<file path="config.mk">
export PLATFORM = sky130hd
export DESIGN_NAME = uart_tx_sched
export DESIGN_NICKNAME = d
export VERILOG_FILES = /design/src/rtl/uart_tx_sched.sv
export SDC_FILE = /design/constraint.sdc
export NUM_CORES = 1
export LEC_CHECK = 0
export BUFFER_PORTS_ARGS = -buffer_cell sky130_fd_sc_hd__buf_2
export CORE_ASPECT_RATIO = 1.25
export CORE_UTILIZATION = 40
export DETAILED_ROUTE_END_ITERATION = 6
export GPL_TIMING_DRIVEN = 0
export PLACE_DENSITY = 0.7
export SLEW_MARGIN = 0
export SYNTH_ARGS = -nofsm -noshare
export SYNTH_HDL_FRONTEND = slang
export SYNTH_SLANG_ARGS = --single-unit
</file>
<file path="constraint.sdc">
create_clock -name fpga_clk -period 2.6 [get_ports fpga_clk]
set_clock_uncertainty 0.15 [all_clocks]
set_input_delay 0.39 -clock fpga_clk [delete_from_list [all_inputs] [get_ports fpga_clk]]
set_output_delay 0.39 -clock fpga_clk [all_outputs]
set_load 0.02 [all_outputs]
</file>
<file path="src/rtl/uart_tx_sched.sv">
// Round-robin scheduler sharing one uart_tx between NUM_REQ byte producers.
// Each grant reserves a fixed frame time because the transmitter reports neither busy nor done.
module uart_tx_sched #(
    parameter int NUM_REQ      = 4,
    parameter int FRAME_CYCLES = 176,
    parameter int EN_CYCLES    = 4
) (
    input  logic                       fpga_clk,
    input  logic                       rst,
    input  logic                       pause,
    input  logic [NUM_REQ-1:0]         req,
    input  logic [8*NUM_REQ-1:0]       req_data,
    output logic [NUM_REQ-1:0]         ack,
    output logic                       tx_en,
    output logic [7:0]                 din,
    output logic                       busy,
    output logic [$clog2(NUM_REQ)-1:0] grant_id,
    output logic [15:0]                sent_cnt
);
    localparam int IDW = $clog2(NUM_REQ);
    localparam int CW  = $clog2(FRAME_CYCLES);

    // Handshake: req is a level held by the producer; ack is a one-cycle pulse in the
    // first SEND cycle, after which the producer may drop or change req and its byte.
    typedef enum logic {
        IDLE = 1'b0,
        SEND = 1'b1
    } state_t;

    state_t             state_q, state_d;
    logic [CW-1:0]      cnt_q, cnt_d;
    logic [IDW-1:0]     ptr_q, ptr_d;
    logic [NUM_REQ-1:0] ack_q, ack_d;
    logic               tx_en_q, tx_en_d;
    logic [7:0]         din_q, din_d;
    logic               busy_q, busy_d;
    logic [IDW-1:0]     gid_q, gid_d;
    logic [15:0]        sent_q, sent_d;

    logic               found;
    logic [IDW-1:0]     winner;
    logic [IDW:0]       sum;
    logic [IDW-1:0]     cand;

    // Rotating priority search starting at ptr_q, wrapping modulo NUM_REQ.
    always_comb begin
        found  = 1'b0;
        winner = '0;
        sum    = '0;
        cand   = '0;
        for (int k = 0; k < NUM_REQ; k++) begin
            sum = {1'b0, ptr_q} + (IDW+1)'(k);
            if (sum >= (IDW+1)'(NUM_REQ)) begin
                sum = sum - (IDW+1)'(NUM_REQ);
            end
            cand = sum[IDW-1:0];
            if (!found && req[cand]) begin
                found  = 1'b1;
                winner = cand;
            end
        end
    end

    always_comb begin
        state_d = state_q;
        cnt_d   = cnt_q;
        ptr_d   = ptr_q;
        ack_d   = '0;
        tx_en_d = 1'b0;
        din_d   = din_q;
        gid_d   = gid_q;
        sent_d  = sent_q;
        case (state_q)
            IDLE: begin
                if (!pause && found) begin
                    state_d     = SEND;
                    cnt_d       = '0;
                    ptr_d       = (winner == IDW'(NUM_REQ-1)) ? '0 : winner + 1'b1;
                    ack_d[winner] = 1'b1;
                    tx_en_d     = 1'b1;
                    din_d       = req_data[{winner, 3'b000} +: 8];
                    gid_d       = winner;
                    sent_d      = sent_q + 16'd1;
                end
            end
            SEND: begin
                if (cnt_q == CW'(FRAME_CYCLES-1)) begin
                    state_d = IDLE;
                    cnt_d   = '0;
                end else begin
                    cnt_d   = cnt_q + 1'b1;
                    tx_en_d = (int'(cnt_q) + 1 < EN_CYCLES);
                end
            end
            default: begin
                state_d = IDLE;
            end
        endcase
        busy_d = (state_d == SEND);
    end

    always_ff @(posedge fpga_clk or posedge rst) begin
        if (rst) begin
            state_q <= IDLE;
            cnt_q   <= '0;
            ptr_q   <= '0;
            ack_q   <= '0;
            tx_en_q <= 1'b0;
            din_q   <= 8'h00;
            busy_q  <= 1'b0;
            gid_q   <= '0;
            sent_q  <= 16'h0000;
        end else begin
            state_q <= state_d;
            cnt_q   <= cnt_d;
            ptr_q   <= ptr_d;
            ack_q   <= ack_d;
            tx_en_q <= tx_en_d;
            din_q   <= din_d;
            busy_q  <= busy_d;
            gid_q   <= gid_d;
            sent_q  <= sent_d;
        end
    end

    assign ack      = ack_q;
    assign tx_en    = tx_en_q;
    assign din      = din_q;
    assign busy     = busy_q;
    assign grant_id = gid_q;
    assign sent_cnt = sent_q;

endmodule

</file>
# Yosys cells after proc, flatten, opt, wreduce, memory -nomap -nowiden
# Index checks and enable logic that the tools add are counted.
[word_totals] regBits=42 in_bits=39 out_inout_bits=32 elab_cells=78
[classes] n_addsub=11 order_cmp=11 n_eq_ne=3 shifts=1 muxes=33 bitwise=1 n_reduce_logical=10
[ops] operator="variable part select 32 x 6 -> 8 bit" count=1
[ops] operator="two-way mux 2 bit" count=9
[ops] operator="adder 16 x 1 -> 16 bit (second input constant)" count=1
[ops] operator="two-way mux 8 bit" count=2
[ops] operator="one-hot mux 8 bit (2 select lines)" count=1
[ops] operator="less-than comparator 2 x 3 -> 1 bit (second input constant)" count=5
[ops] operator="two-way mux 1 bit" count=12
[ops] operator="adder 8 x 1 -> 9 bit (second input constant)" count=1
[ops] operator="greater-or-equal comparator 3 bit (second input constant)" count=3
[ops] operator="less-than comparator 9 x 3 -> 1 bit (second input constant)" count=1
[ops] operator="adder 8 x 1 -> 8 bit (second input constant)" count=1
[ops] operator="binary-select mux 1 bit (select 2 bit)" count=4
[ops] operator="== test 8 bit (second input constant)" count=1
[ops] operator="two-way mux 4 bit" count=2
[ops] operator="subtractor 2 x 1 -> 2 bit (second input constant)" count=4
[ops] operator="adder 2 x 2 -> 3 bit (second input constant)" count=2
[ops] operator="logical AND 1 bit" count=5
[ops] operator="zero test 1 bit" count=4
[ops] operator="one-hot mux 1 bit (2 select lines)" count=2
[ops] operator="adder 2 x 1 -> 3 bit (second input constant)" count=1
[ops] operator="greater-or-equal comparator 2 x 3 -> 1 bit (second input constant)" count=1
[ops] operator="adder 2 x 1 -> 2 bit (second input constant)" count=1
[ops] operator="demux 1 bit (select 2 bit)" count=1
[ops] operator="== test 2 bit (second input constant)" count=1
[ops] operator="4 further kinds" count=4

# Logic depth before layout (Yosys ltp)
# Gate-level depths: netlist of run 1.
[logic_depth] ltp_word=20 depth_mapped=8 depth_no_buf=7

# Worst setup path after synthesis of run 1
# No wires, ideal clock.
[synth_path] kind="input -> register" from="input port req[2]" to="register ptr_q[1]" setup_time_ps=147 arrival_ps=1660 t_required_ps=2303 setup_slack_ps=642 cell_stages=8 path_buffers=1 cell_sequence="nor2b_1 > o21a_1 > or3_1 > buf_2 > inv_2 > ha_1 > nand2_1 > o21ai_0"
[synth_between] elab_chain_len=14 elab_cells_between_ends=27 classes_between="add/sub: 1; eq/ne: 1; mux: 17; reduce/logical: 8"
[synth_lines] element="from (decl)" line="11" rtl="input logic [NUM_REQ-1:0] req,"
[synth_lines] element="binary-select mux 1 bit (select 2 bit)" line="57" rtl="if (!found && req[cand]) begin"
[synth_lines] element="two-way mux 1 bit (implied by the code)" line="57"
[synth_lines] element="two-way mux 1 bit" line="57"
[synth_lines] element="zero test 1 bit" line="57"
[synth_lines] element="logical AND 1 bit" line="57"
[synth_lines] element="two-way mux 1 bit" line="57"
[synth_lines] element="zero test 1 bit" line="57"
[synth_lines] element="logical AND 1 bit" line="57"
[synth_lines] element="two-way mux 1 bit" line="57"
[synth_lines] element="zero test 1 bit" line="57"
[synth_lines] element="logical AND 1 bit" line="57"
[synth_lines] element="two-way mux 2 bit or two-way mux 1 bit (tied branches)" line="57"
[synth_lines] element="adder 2 x 1 -> 2 bit (tied with other cells)" line="78" rtl="ptr_d = (winner == IDW'(NUM_REQ-1)) ? '0 : winner + 1'b1;"
[synth_lines] element="two-way mux 2 bit or AND reduction 2 bit (tied branches)"
[synth_lines] element="to (signal assigned)" line="116" rtl="ptr_q <= ptr_d;"
[synth_lines] element="to (decl)" line="32" rtl="logic [IDW-1:0] ptr_q, ptr_d;"
# Several ways; a longest one is shown, not always the timed one. The select of a mux whose other input is x is not followed.
# A chain may end at the register's enable or synchronous reset.

# Worst setup path in the final report of run 1
[layout_path] from="register cnt_q[0]" to="register cnt_q[7]"
[layout_between] elab_chain_len=3 elab_cells_between_ends=4 classes_between="add/sub: 1; eq/ne: 1; mux: 2"
[layout_lines] element="from (decl)" line="31" rtl="logic [CW-1:0] cnt_q, cnt_d;"
[layout_lines] element="from (signal assigned)" line="115" rtl="cnt_q <= cnt_d;"
[layout_lines] element="adder 8 x 1 -> 8 bit or == test 8 bit (tied branches)" line="91, 87"
[layout_lines] element="two-way mux 8 bit (*)" line="87" rtl="if (cnt_q == CW'(FRAME_CYCLES-1)) begin"
[layout_lines] element="one-hot mux 8 bit (2 select lines) (*)" line="73" rtl="case (state_q)"
# Mark *: on every way between the ends. The rest lies on a longest branch, timed or not.

==> metrics.cfg, run 1 <==
[clock_tree]
htree_levels=2
cts_tree=done
tritoncts.num_buffers=5
clkTransAtPathRegs_ns=0.08
clockBufferDepth=2
clk_latency_ns=0.29
tritoncts_num_sinks=42
cts_setup_buffers=0
hold_fix_buffers_at_cts=0
cts-root-buf=clkbuf_8
quantity_of_gates_resized_following_cts=0

[yosys]
mapped_cells=206
synth_most_common_cell=dfrtp_1
ys_async_sr_fraction_pct=100
syn_area_per_cell_sq_um=10.3
yosys_register_bits=42
register_area_share_after_synthesis_pct=49.6
yosys_warnings=0
synth_largest_type_area_fraction_pct=49.6
yosys-top-cells-count=dfrtp_1 (42), nand2_1 (25), xnor2_1 (15)
syn_nets=248
ys_top_cells_by_area=dfrtp_1 (50%), xnor2_1 (6.2%), nand2_1 (4.4%)
synthFlopType=dfrtp_1
synth_enable_flop_cells=0
yosysTopAreaCell=dfrtp_1
syn_std_cell_area_sq_um=2120
yosysUniqueCellTypes=42

[power_and_ir_drop]
power.density_cell_area_nw_per_um2=470
ir_worst_vdd_mv=0.226
internal_mw=0.918
power_frac_clock_pct=33.9
p_leak_nw=1.35
power.net_switching_mw=0.321
comb_power_share_pct=11.4
netSwitchingFraction_pct=25.9
pwr-share-seq_pct=54.8

[grt]
globalRoute.totalOverflow=0
grt_first_pass_wirelength_um=7670
grt_pass1_vias=1751
grt_max_degree=43
grt_antenna_before_repair=0
track_usage_pct=17.7

[worst_setup_path]
criticalPathCategory=flip-flop to flip-flop
critical_path.endpoint_type=flip-flop
crit_start=cnt_q[0]
crit_arrival_ns=2.17
startpoint_type_of_the_worst_setup_path=flip-flop
cp_max_fo=8
r2r.worst_path.cells=6
source_of_the_worst_register_to_register_timing_path=cnt_q[0]
worst-endpoint-required_ns=2.63

[detailed_routing]
drc=0
wire_length_per_cell_um=13.1
route.antenna.remaining_nets=0
dr_total_vias=1841
via_per_inst=5.32
wl_um=4530
first_pass_iters=4
first_iter_violations=126

[placement]
place_worst_setup_slack_ns=0.379
routabilityCongestion=0.771
dpl_cell_area_sq_um=2550
place.port_buffers=70
dpl.hpwl_um=3380

[sta]
slew_viol_final=0
rsz_0062_raised_after_global_routing=no
crit_path_setup_slack_layout_ns=0.462
final-hold-violation-count=0
timing.final.crit_share_pct=82.2
relSlewSlack_pct=42.6
setup-violations-final=0
fin_tns_setup_ns=0
maxClockFrequency_mhz=468
worstMarginPinSlew_ns=0.860
post_layout_min_period_ns=2.14

[floorplanning]
chipHeight_um=83.4
width_of_the_die_um=67.1
die-area_sq_um=5600
fp-row-count=29
boundaryPins=71
floorplan.initialDensity_pct=41.7
fp.coreArea_sq_um=5080

[final_layout]
fraction_of_final_layout_cells_sized_beyond_drive_strength_1_pct=32.4
layout.nets=325
fillerInstances=475
stdcell_area_sq_um=2640
n_antenna_cell=0
syn2layout_area_growth_pct=24.2

[outcome]
status=completed

[run]
cap_violations=0

[worst_hold_path]
holdCritPathClass=input port to asynchronous set/reset pin

==> worst max-delay path: stages (launching register included) <==
cell and delay (ns):
dfrtp_1 0.43, ha_1 0.29, nand4_1 0.16, o41ai_2 0.59
a31oi_1 0.12, o21ai_0 0.19, o21ai_0 0.10
==> state kept, by name (all words and copies together), names as in the netlist <==
name and flops:
sent_cnt 16, cnt_q 8, din 8, ack 4, grant_id 2, ptr_q 2, busy 1, tx_en 1
==> layer usage <==
metal  routed length, um  global-route usage, %
met1                2030                   22.6
met2                2180                   28.2
met3                 238                   3.30
met4                  74                   8.12
met5                   0                      0
==> path summary, 6_finish.rpt <==
kind	end	slack [ns]
max	cnt_q[7]	0.46
min	tx_en	0.12
max reg2reg	cnt_q[7]	0.46
min reg2reg	sent_cnt[15]	0.32
max in group asynchronous	din[5]	1.64
min in group fpga_clk	din[2]	0.18
==> layout make-up <==
cell class                 instances  area (sq um)  share of cell area, %
timing repair buffer              70           350                   13.3
clock inverter                     2          13.8                  0.522
buffer                             5          31.3                   1.19
multi-input combinational        144           982                   37.3
clock buffer                       6          72.6                   2.75
tap                               62          77.6                   2.94
sequential                        42          1050                   39.9
inverter                          15          56.3                   2.14
==> kinds of logic after synthesis <==
family / after synthesis / share of synthesized area [%]
mux: 8 / 3.78
fa+ha+maj: 3 / 1.77
flops: 42 / 49.6
xor+xnor: 18 / 7.43
simple gates: 72 / 19.1
buf+inv: 20 / 4.13
compound gates: 43 / 14.3
==> power by group through the flow <==
stage	Combinational, mW	Sequential, mW	Clock [mW]
6_report	0.141	0.678	0.419
3_3_place_gp	0.140	0.691	0
3_5_place_dp	0.144	0.691	0
2_1_floorplan	0.0710	0.703	0
4_1_cts	0.144	0.678	0.431
5_1_grt	0.157	0.681	0.455
==> metrics by stage <==
step	hold WS [ns]	power, mW	util [%]	cells
after CTS	0.154	1.25	51.9	346
after global routing	0.188	1.29	51.9	346
after detailed placement	0.313	0.835	50.2	338
after global placement	0.307	0.831	50.2	338
final	0.117	1.24	51.9	346
after floorplan	0.301	0.774	-	206
==> placed cells by master, fill, tap and decap left out, types with 2 or more instances in the layout <==
cell      count
nor2b_1       4
inv_1        13
ha_1          3
o21ai_0      11
a31oi_1       2
o211ai_1      2
o221ai_1      7
inv_2         2
and3_1        2
nor3_1        2
nand4_1       7
nand3_1       8
a22oi_1       7
nor2_1        9
buf_2        73
or3_1         3
nor3_4        2
a21oi_1       5
xor2_1        3
and4_1        2
xnor2_1      15
nand2_1      25
mux2i_1       8
dfrtp_1      42
nand2b_1      2
clkbuf_8      5
(Power assumes the default switching activity.)
==> run 2: changes to the inputs <==
--- a/config.mk
+++ b/config.mk
@@ -5,12 +5,13 @@
 export SDC_FILE = /design/constraint.sdc
 export NUM_CORES = 1
 export LEC_CHECK = 0
+export ABC_AREA = 1
 export BUFFER_PORTS_ARGS = -buffer_cell sky130_fd_sc_hd__buf_2
 export CORE_ASPECT_RATIO = 1.25
 export CORE_UTILIZATION = 40
 export DETAILED_ROUTE_END_ITERATION = 6
 export GPL_TIMING_DRIVEN = 0
-export PLACE_DENSITY = 0.7
+export PLACE_DENSITY = 0.67
 export SLEW_MARGIN = 0
 export SYNTH_ARGS = -nofsm -noshare
 export SYNTH_HDL_FRONTEND = slang
==> constraint.sdc (replaced) <==
create_clock -name fpga_clk -period 2 [get_ports fpga_clk]
set_clock_uncertainty 0.15 [all_clocks]
set_input_delay 0.3 -clock fpga_clk [delete_from_list [all_inputs] [get_ports fpga_clk]]
set_output_delay 0.3 -clock fpga_clk [all_outputs]
set_load 0.02 [all_outputs]
==> run 2 against run 1 <==
  * Setup slack lost 0.58 ns
  * The flow now finishes with violations (negative setup slack)
  * Final area up 34%
  * Final cell count increased by 57%
  * Combinational power increased by 28%
  * Via count is 48% higher
  * Hold slack worse by 0.096 ns
  * Sequential cell count is the same
==> metrics.cfg, run 2 <==
[outcome]
status=finished with violations
failed_checks=negative setup slack

[clock_tree]
clockBufferDepth=2  ; unchanged
htree_levels=2  ; unchanged
hold_fix_buffers_at_cts=0  ; unchanged
clkTransAtPathRegs_ns=0.08  ; about the same
cts-root-buf=clkbuf_8
clk_latency_ns=0.30  ; about the same
tritoncts_num_sinks=42  ; unchanged
cts_tree=done
tritoncts.num_buffers=5  ; unchanged

[detailed_routing]
drc=0  ; unchanged
wire_length_per_cell_um=12.9  ; -1.1%
route.antenna.remaining_nets=0  ; unchanged
dr_total_vias=2730  ; +48%
first_pass_iters=4  ; unchanged
wl_um=7040  ; +55%
first_iter_violations=112  ; -11%
via_per_inst=5.02  ; -5.7%

[final_layout]
n_antenna_cell=0  ; unchanged
final_common_cell=nand2_1
final_core_util_pct=54.1  ; +2.2 points
finish.cell_count_without_fillers=544  ; +57%
number_of_flip_flops_under_the_largest_register_name=16  ; unchanged
final_cell_mix=nand2_1 (78), buf_2 (72), inv_1 (50)
syn2layout_area_growth_pct=31.6
fraction_of_final_layout_cells_sized_beyond_drive_strength_1_pct=33.9  ; +1.5 points
layout.nets=498  ; +53%

[grt]
grt_pass1_vias=2475  ; +41%
grt_first_pass_wirelength_um=10900  ; +42%
grt_max_degree=43  ; unchanged
globalRoute.totalOverflow=0  ; unchanged
grt_antenna_before_repair=0  ; unchanged
track_usage_pct=20.2  ; +2.5 points

[worst_hold_path]
holdCritPathClass=input port to asynchronous set/reset pin

[worst_setup_path]
critPathMaxStageDelay_ns=0.41  ; -0.18 ns
critical_path.endpoint_type=flip-flop
critical_path.n_buffers_inverters=4  ; +4
worst-endpoint-required_ns=2.04  ; -0.59 ns
cp_max_stage_cell=dfrtp_1
worst_r2r_endpoint=sent_cnt[11]
r2r.worst_path.cells=14  ; +8
startpoint_type_of_the_worst_setup_path=flip-flop
worst_path_dominant_cell_family=simple AND/OR/NAND/NOR gates
crit_path_frequent_cell=nand2_2
crit_arrival_ns=2.15  ; -0.02 ns
cp_max_fo=5  ; -3
timing.critical_path.cells=inv_2 > buf_6 > nand2_4 > nand2_4 > nand2_2 > nand2_2 > nor2_4 > nand3_4 > buf_6 > nand3_4 > buf_8 > nor2_4 > nand2_2 > xnor2_2
timing.reg2reg.setup_slack_ns=-0.12  ; -0.58 ns
criticalPathCategory=flip-flop to flip-flop
source_of_the_worst_register_to_register_timing_path=ptr_q[0]

[floorplanning]
boundaryPins=71  ; unchanged
floorplan.initialDensity_pct=41.1  ; -0.67 points
die-area_sq_um=7030  ; +26%
fp-row-count=33  ; +14%
fp.coreArea_sq_um=6520  ; +28%
chipHeight_um=93.5  ; +12%
width_of_the_die_um=75.2  ; +12%

[sta]
setup-violations-final=23  ; +23
fin_hold_ws_ns=0.0210  ; -0.0965 ns
slew_viol_final=0  ; unchanged
final-hold-violation-count=0  ; unchanged
crit_path_setup_slack_layout_ns=-0.116  ; -0.579 ns
post_layout_min_period_ns=2.12  ; -0.0213 ns
rsz_0062_raised_after_global_routing=yes
worstMarginPinSlew_ns=0.859  ; -0.000948 ns
fin_tns_setup_ns=-0.868  ; -0.868 ns
timing.final.crit_share_pct=106  ; +24 points
maxClockFrequency_mhz=473  ; +1.0%
relSlewSlack_pct=42.7  ; +0.063 points

[yosys]
ys_top_cells_by_area=dfrtp_1 (39%), nand2_1 (14%), nand3_1 (8.2%)
post_synth_fa_ha_maj_area_fraction_pct=1.40  ; -0.37 points
yosysUniqueCellTypes=28  ; -33%
syn_area_per_cell_sq_um=7.32  ; -29%
yosysTopAreaCell=dfrtp_1
synth-simple-area-share_pct=37.9  ; +19 points
synth_most_common_cell=nand2_1
synthXorXnorAreaFrac_pct=6.21  ; -1.2 points
yosys_register_bits=42  ; unchanged
synthFlopType=dfrtp_1
yosys-top-cells-count=nand2_1 (98), inv_1 (54), nand3_1 (44)
synth_top_family_by_area=simple AND/OR/NAND/NOR gates
synth-compound-area-share_pct=3.97  ; -10 points
post_synth_mux_area_share_pct=0  ; -3.8 points
synth_largest_type_area_fraction_pct=39.2  ; -10 points
yosys_warnings=0  ; unchanged
syn_nets=408  ; +65%
mapped_cells=366  ; +78%
synth_enable_flop_cells=0  ; unchanged
ys_async_sr_fraction_pct=100  ; unchanged
syn_std_cell_area_sq_um=2680  ; +26%
register_area_share_after_synthesis_pct=39.2  ; -10 points

[placement]
routabilityCongestion=0.864  ; +12%
dpl.hpwl_um=4930  ; +46%
place_worst_setup_slack_ns=-0.222  ; -0.601 ns
place.port_buffers=70  ; unchanged
placed_cells=523  ; +55%

[power_and_ir_drop]
power.density_cell_area_nw_per_um2=446  ; -5.2%
p_leak_nw=1.97  ; +46%
ir_worst_vdd_mv=0.251  ; +11%

[run]
cap_violations=0  ; unchanged

run 2: cell count changes in the layout (fill, tap and decap cells not counted), sizes merged, moves of 7 or more:
cell    change
inv        +42
xor2       +13
buf        +20
nand4      +12
nand3      +39
xnor2      -12
nand2      +78
nor2       +26
a22oi       -7
mux2i       -8
o221ai      -7
run 2: cells by family (layout without fill, tap and decap cells):
group / after synthesis / count (layout)
buf+inv: 69 / 160
simple gates: 214 / 214
fa+ha+maj: 3 / 3
xor+xnor: 19 / 19
flops: 42 / 42
compound gates: 19 / 19
run 2: metal layers:
metal	vias to the layer above	GRT usage, %	share of wire (%)
li1	1345	-	-
met1	1312	24.9	42
met2	59	35.2	53
met3	14	3.45	3.0
met4	0	6.02	2.0
met5	-	0	0
run 2: stage by stage:
step                      power (mW)  cell area, sq um
after floorplan                0.958              2680
after global placement          1.02              3140
after detailed placement        1.02              3140
after CTS                       1.58              3360
after global routing            1.64              3530
final                           1.57              3530
run 2: report_power, final:
group          switching [mW]  internal, mW  leakage (nW)
clock                   0.297         0.246        0.0452
combinational           0.109        0.0723          1.39
sequential                  0         0.848         0.535
total                   0.405          1.17          1.97
run 2: how the worst max path moves through the flow:
| stage | start | end | slack, ns | depth (start not counted) |
|---|---|---|---|---|
| final | ptr_q[0] | sent_cnt[11] | -0.12 | 14 |
| after global placement | ptr_q[0] | ptr_q[1] | -0.18 | 13 |
| after floorplan | ptr_q[0] | ptr_q[1] | 0.01 | 13 |
| after global routing | ptr_q[0] | ptr_q[1] | -0.20 | 15 |
| after detailed placement | ptr_q[0] | ptr_q[1] | -0.22 | 13 |
| after CTS | ptr_q[0] | ptr_q[1] | -0.01 | 15 |
run 2: worst register-to-register path, cell delays in order (launching register included):
cell     delay, ns
dfrtp_1       0.41
inv_2         0.09
buf_6         0.13
nand2_4       0.06
nand2_4       0.09
nand2_2       0.07
nand2_2       0.08
nor2_4        0.05
nand3_4       0.08
buf_6         0.12
nand3_4       0.13
buf_8         0.19
nor2_4        0.13
nand2_2       0.08
xnor2_2       0.14
run 2: timing repair:
action | 4_1_cts | 5_1_grt
pin swaps | 1 | 16
gates resized for setup | 22 | 36
buffers inserted | 7 | 5
gates cloned | 1 | 1
endpoints found under the setup margin | 14 | 38
run 2: cell type report:
| cell class | count | area [sq um] |
|---|---|---|
| inverters | 57 | 219 |
| flip-flops and latches | 42 | 1050 |
| multi-input cells | 255 | 1470 |
| clock buffers | 6 | 72.6 |
| well taps | 87 | 109 |
| plain buffers | 11 | 115 |
| clock inverters | 2 | 13.8 |
| repair buffers | 84 | 480 |
| fillers | 661 | 3000 |
==> run 3: changes to the inputs <==
--- a/config.mk
+++ b/config.mk
@@ -10,8 +10,7 @@
 export CORE_ASPECT_RATIO = 1.25
 export CORE_UTILIZATION = 40
 export DETAILED_ROUTE_END_ITERATION = 6
-export GPL_TIMING_DRIVEN = 0
-export PLACE_DENSITY = 0.67
+export PLACE_DENSITY = 0.7
 export SLEW_MARGIN = 0
 export SYNTH_ARGS = -nofsm -noshare
 export SYNTH_HDL_FRONTEND = slang
==> constraint.sdc (replaced) <==
create_clock -name fpga_clk -period 1.81 [get_ports fpga_clk]
set_clock_uncertainty 0.15 [all_clocks]
set_input_delay 0.2715 -clock fpga_clk [delete_from_list [all_inputs] [get_ports fpga_clk]]
set_output_delay 0.2715 -clock fpga_clk [all_outputs]
set_load 0.02 [all_outputs]
==> run 3 against run 2 <==
  * The flow still finishes with violations (negative setup slack)
  * Register-to-register slack worse by 0.06 ns
  * Critical path depth is 3 lower
  * Via count is 1.6% higher
  * Global-route usage is 1.2 points higher
==> metrics.cfg, run 3 (synthesized netlist as in run 2, its figures left out) <==
[floorplanning]
fp-row-count=33  ; unchanged
boundaryPins=71  ; unchanged
fp.coreArea_sq_um=6520  ; unchanged
chipHeight_um=93.5  ; unchanged
floorplan.initialDensity_pct=41.1  ; unchanged
width_of_the_die_um=75.2  ; unchanged
die-area_sq_um=7030  ; unchanged

[sta]
slew_viol_final=0  ; unchanged
timing.final.crit_share_pct=110  ; +4.2 points
worstMarginPinSlew_ns=0.526  ; -0.333 ns
fin_hold_ws_ns=0.0529  ; +0.0319 ns
relSlewSlack_pct=64.9  ; +22 points
setup-violations-final=40  ; +74%
maxClockFrequency_mhz=502  ; +6.3%
final-hold-violation-count=0  ; unchanged
fin_tns_setup_ns=-3.77  ; -2.90 ns
rsz_0062_raised_after_global_routing=yes
crit_path_setup_slack_layout_ns=-0.181  ; -0.0648 ns
post_layout_min_period_ns=1.99  ; -0.125 ns

[final_layout]
final_cell_mix=nand2_1 (76), buf_2 (70), inv_1 (50)
number_of_flip_flops_under_the_largest_register_name=16  ; unchanged
n_antenna_cell=0  ; unchanged
final_common_cell=nand2_1
final_core_util_pct=57.1  ; +3.0 points
fraction_of_final_layout_cells_sized_beyond_drive_strength_1_pct=39.9  ; +6.0 points
syn2layout_area_growth_pct=38.9
layout.nets=517  ; +3.8%

[detailed_routing]
dr_total_vias=2773  ; +1.6%
first_iter_violations=141  ; +26%
wl_um=7210  ; +2.4%
drc=0  ; unchanged
via_per_inst=4.93  ; -1.9%
first_pass_iters=4  ; unchanged
wire_length_per_cell_um=12.8  ; -1.0%
route.antenna.remaining_nets=0  ; unchanged

[clock_tree]
clkTransAtPathRegs_ns=0.08  ; about the same
cts-root-buf=clkbuf_8
clockBufferDepth=2  ; unchanged
tritoncts_num_sinks=42  ; unchanged
tritoncts.num_buffers=5  ; unchanged
cts_tree=done
clk_latency_ns=0.30  ; about the same
htree_levels=2  ; unchanged

[grt]
track_usage_pct=21.3  ; +1.2 points
grt_antenna_before_repair=0  ; unchanged
grt_max_degree=43  ; unchanged
grt_first_pass_wirelength_um=11400  ; +4.2%
globalRoute.totalOverflow=0  ; unchanged
grt_pass1_vias=2573  ; +4.0%

[run]
cap_violations=0  ; unchanged

[power_and_ir_drop]
design_power_total_mw=1.80  ; +15%
power.net_switching_mw=0.459  ; +13%
power_frac_clock_pct=35.4  ; +0.9 points
p_leak_nw=2.05  ; +4.0%
power.density_cell_area_nw_per_um2=484  ; +8.6%
internal_mw=1.34  ; +15%
ir_worst_vdd_mv=0.249  ; -0.62%
pwr-share-seq_pct=52.0  ; -1.9 points
netSwitchingFraction_pct=25.5  ; -0.32 points
comb_power_share_pct=12.6  ; +1.1 points

[placement]
routabilityCongestion=0.852  ; -1.5%
dpl.hpwl_um=5260  ; +6.6%
place.port_buffers=70  ; unchanged
place_worst_setup_slack_ns=-0.268  ; -0.0464 ns

[worst_hold_path]
holdCritPathClass=input port to flip-flop

[worst_setup_path]
startpoint_type_of_the_worst_setup_path=flip-flop
critical_path.endpoint_type=flip-flop
criticalPathCategory=flip-flop to flip-flop
cp_max_fo=10  ; +5
crit_arrival_ns=2.02  ; -0.13 ns
worst-endpoint-required_ns=1.84  ; -0.20 ns

[outcome]
failed_checks=negative setup slack
status=finished with violations

## run 3: cell types whose count changed in the layout (fill, tap and decap cells not counted), moves of 2 or more
cell / before / now
buf_2: 72 / 70
buf_4: 11 / 32
buf_6: 7 / 9
buf_8: 3 / 1
nand2_1: 78 / 76
nor2_1: 26 / 19
nor2_2: 1 / 9
nor3_2: 2 / 0
o21ai_1: 7 / 4
o21ai_2: 0 / 3
## run 3: timing repair
action | in CTS | in global routing
hold buffers | 1 | 0
cloned | 1 | 0
endpoints found under the hold margin | 42 | 0
setup buffers | 8 | 0
pin swaps | 10 | 8
setup endpoints to repair | 41 | 42
gates resized for setup | 47 | 21
## run 3: cell type report
cell class | count | area (sq um)
timing repair inverter | 1 | 7.51
inverter | 57 | 221
multi-input combinational | 255 | 1520
clock inverter | 1 | 5.00
tap | 87 | 109
clock buffer | 7 | 86.3
fill | 633 | 2800
sequential | 42 | 1050
timing repair buffer | 113 | 717
## run 3: worst max-delay path, stage by stage, from the launching register on
cell	delay, ns
dfrtp_2	0.46
buf_6	0.16
nand2_1	0.08
nand3_2	0.08
nand2_2	0.11
nor2_4	0.06
nand3_4	0.09
nand3_4	0.16
buf_8	0.19
nor2_4	0.11
nand2_2	0.07
xnor2_1	0.12
## run 3: routing by layer
layer,up-vias,global-route usage (%),part of all wire [%]
li1,1388,-,-
met1,1287,25.7,41
met2,76,37.3,53
met3,22,2.80,3.0
met4,0,8.80,2.7
met5,-,0,0
## run 3: worst paths after layout
kind | startpoint | endpoint | slack [ns] | cells past startpoint
setup / recovery | ptr_q[0] | sent_cnt[11] | -0.18 | 11
hold / removal | req_data[1] | din[1] | 0.05 | 3
setup reg to reg | ptr_q[0] | sent_cnt[11] | -0.18 | 11
hold reg to reg | cnt_q[7] | tx_en | 0.32 | 1
max in group asynchronous | rst | ptr_q[1] | 0.63 | 4
min in group asynchronous | rst | tx_en | 0.49 | 4
## run 3: power by group through the flow
stage | clock network (mW) | registers (mW) | logic [mW]
floorplan | 0 | 0.956 | 0.108
global placement | 0 | 0.956 | 0.194
detailed placement | 0 | 0.956 | 0.195
CTS | 0.644 | 0.937 | 0.218
global route | 0.684 | 0.937 | 0.251
finish | 0.638 | 0.937 | 0.227
## run 3: per-stage QoR
stage	cell area, sq um	std cells
2_1_floorplan	2720	366
3_3_place_gp	3340	545
3_5_place_dp	3340	545
4_1_cts	3650	563
5_1_grt	3720	563
6_report	3720	563
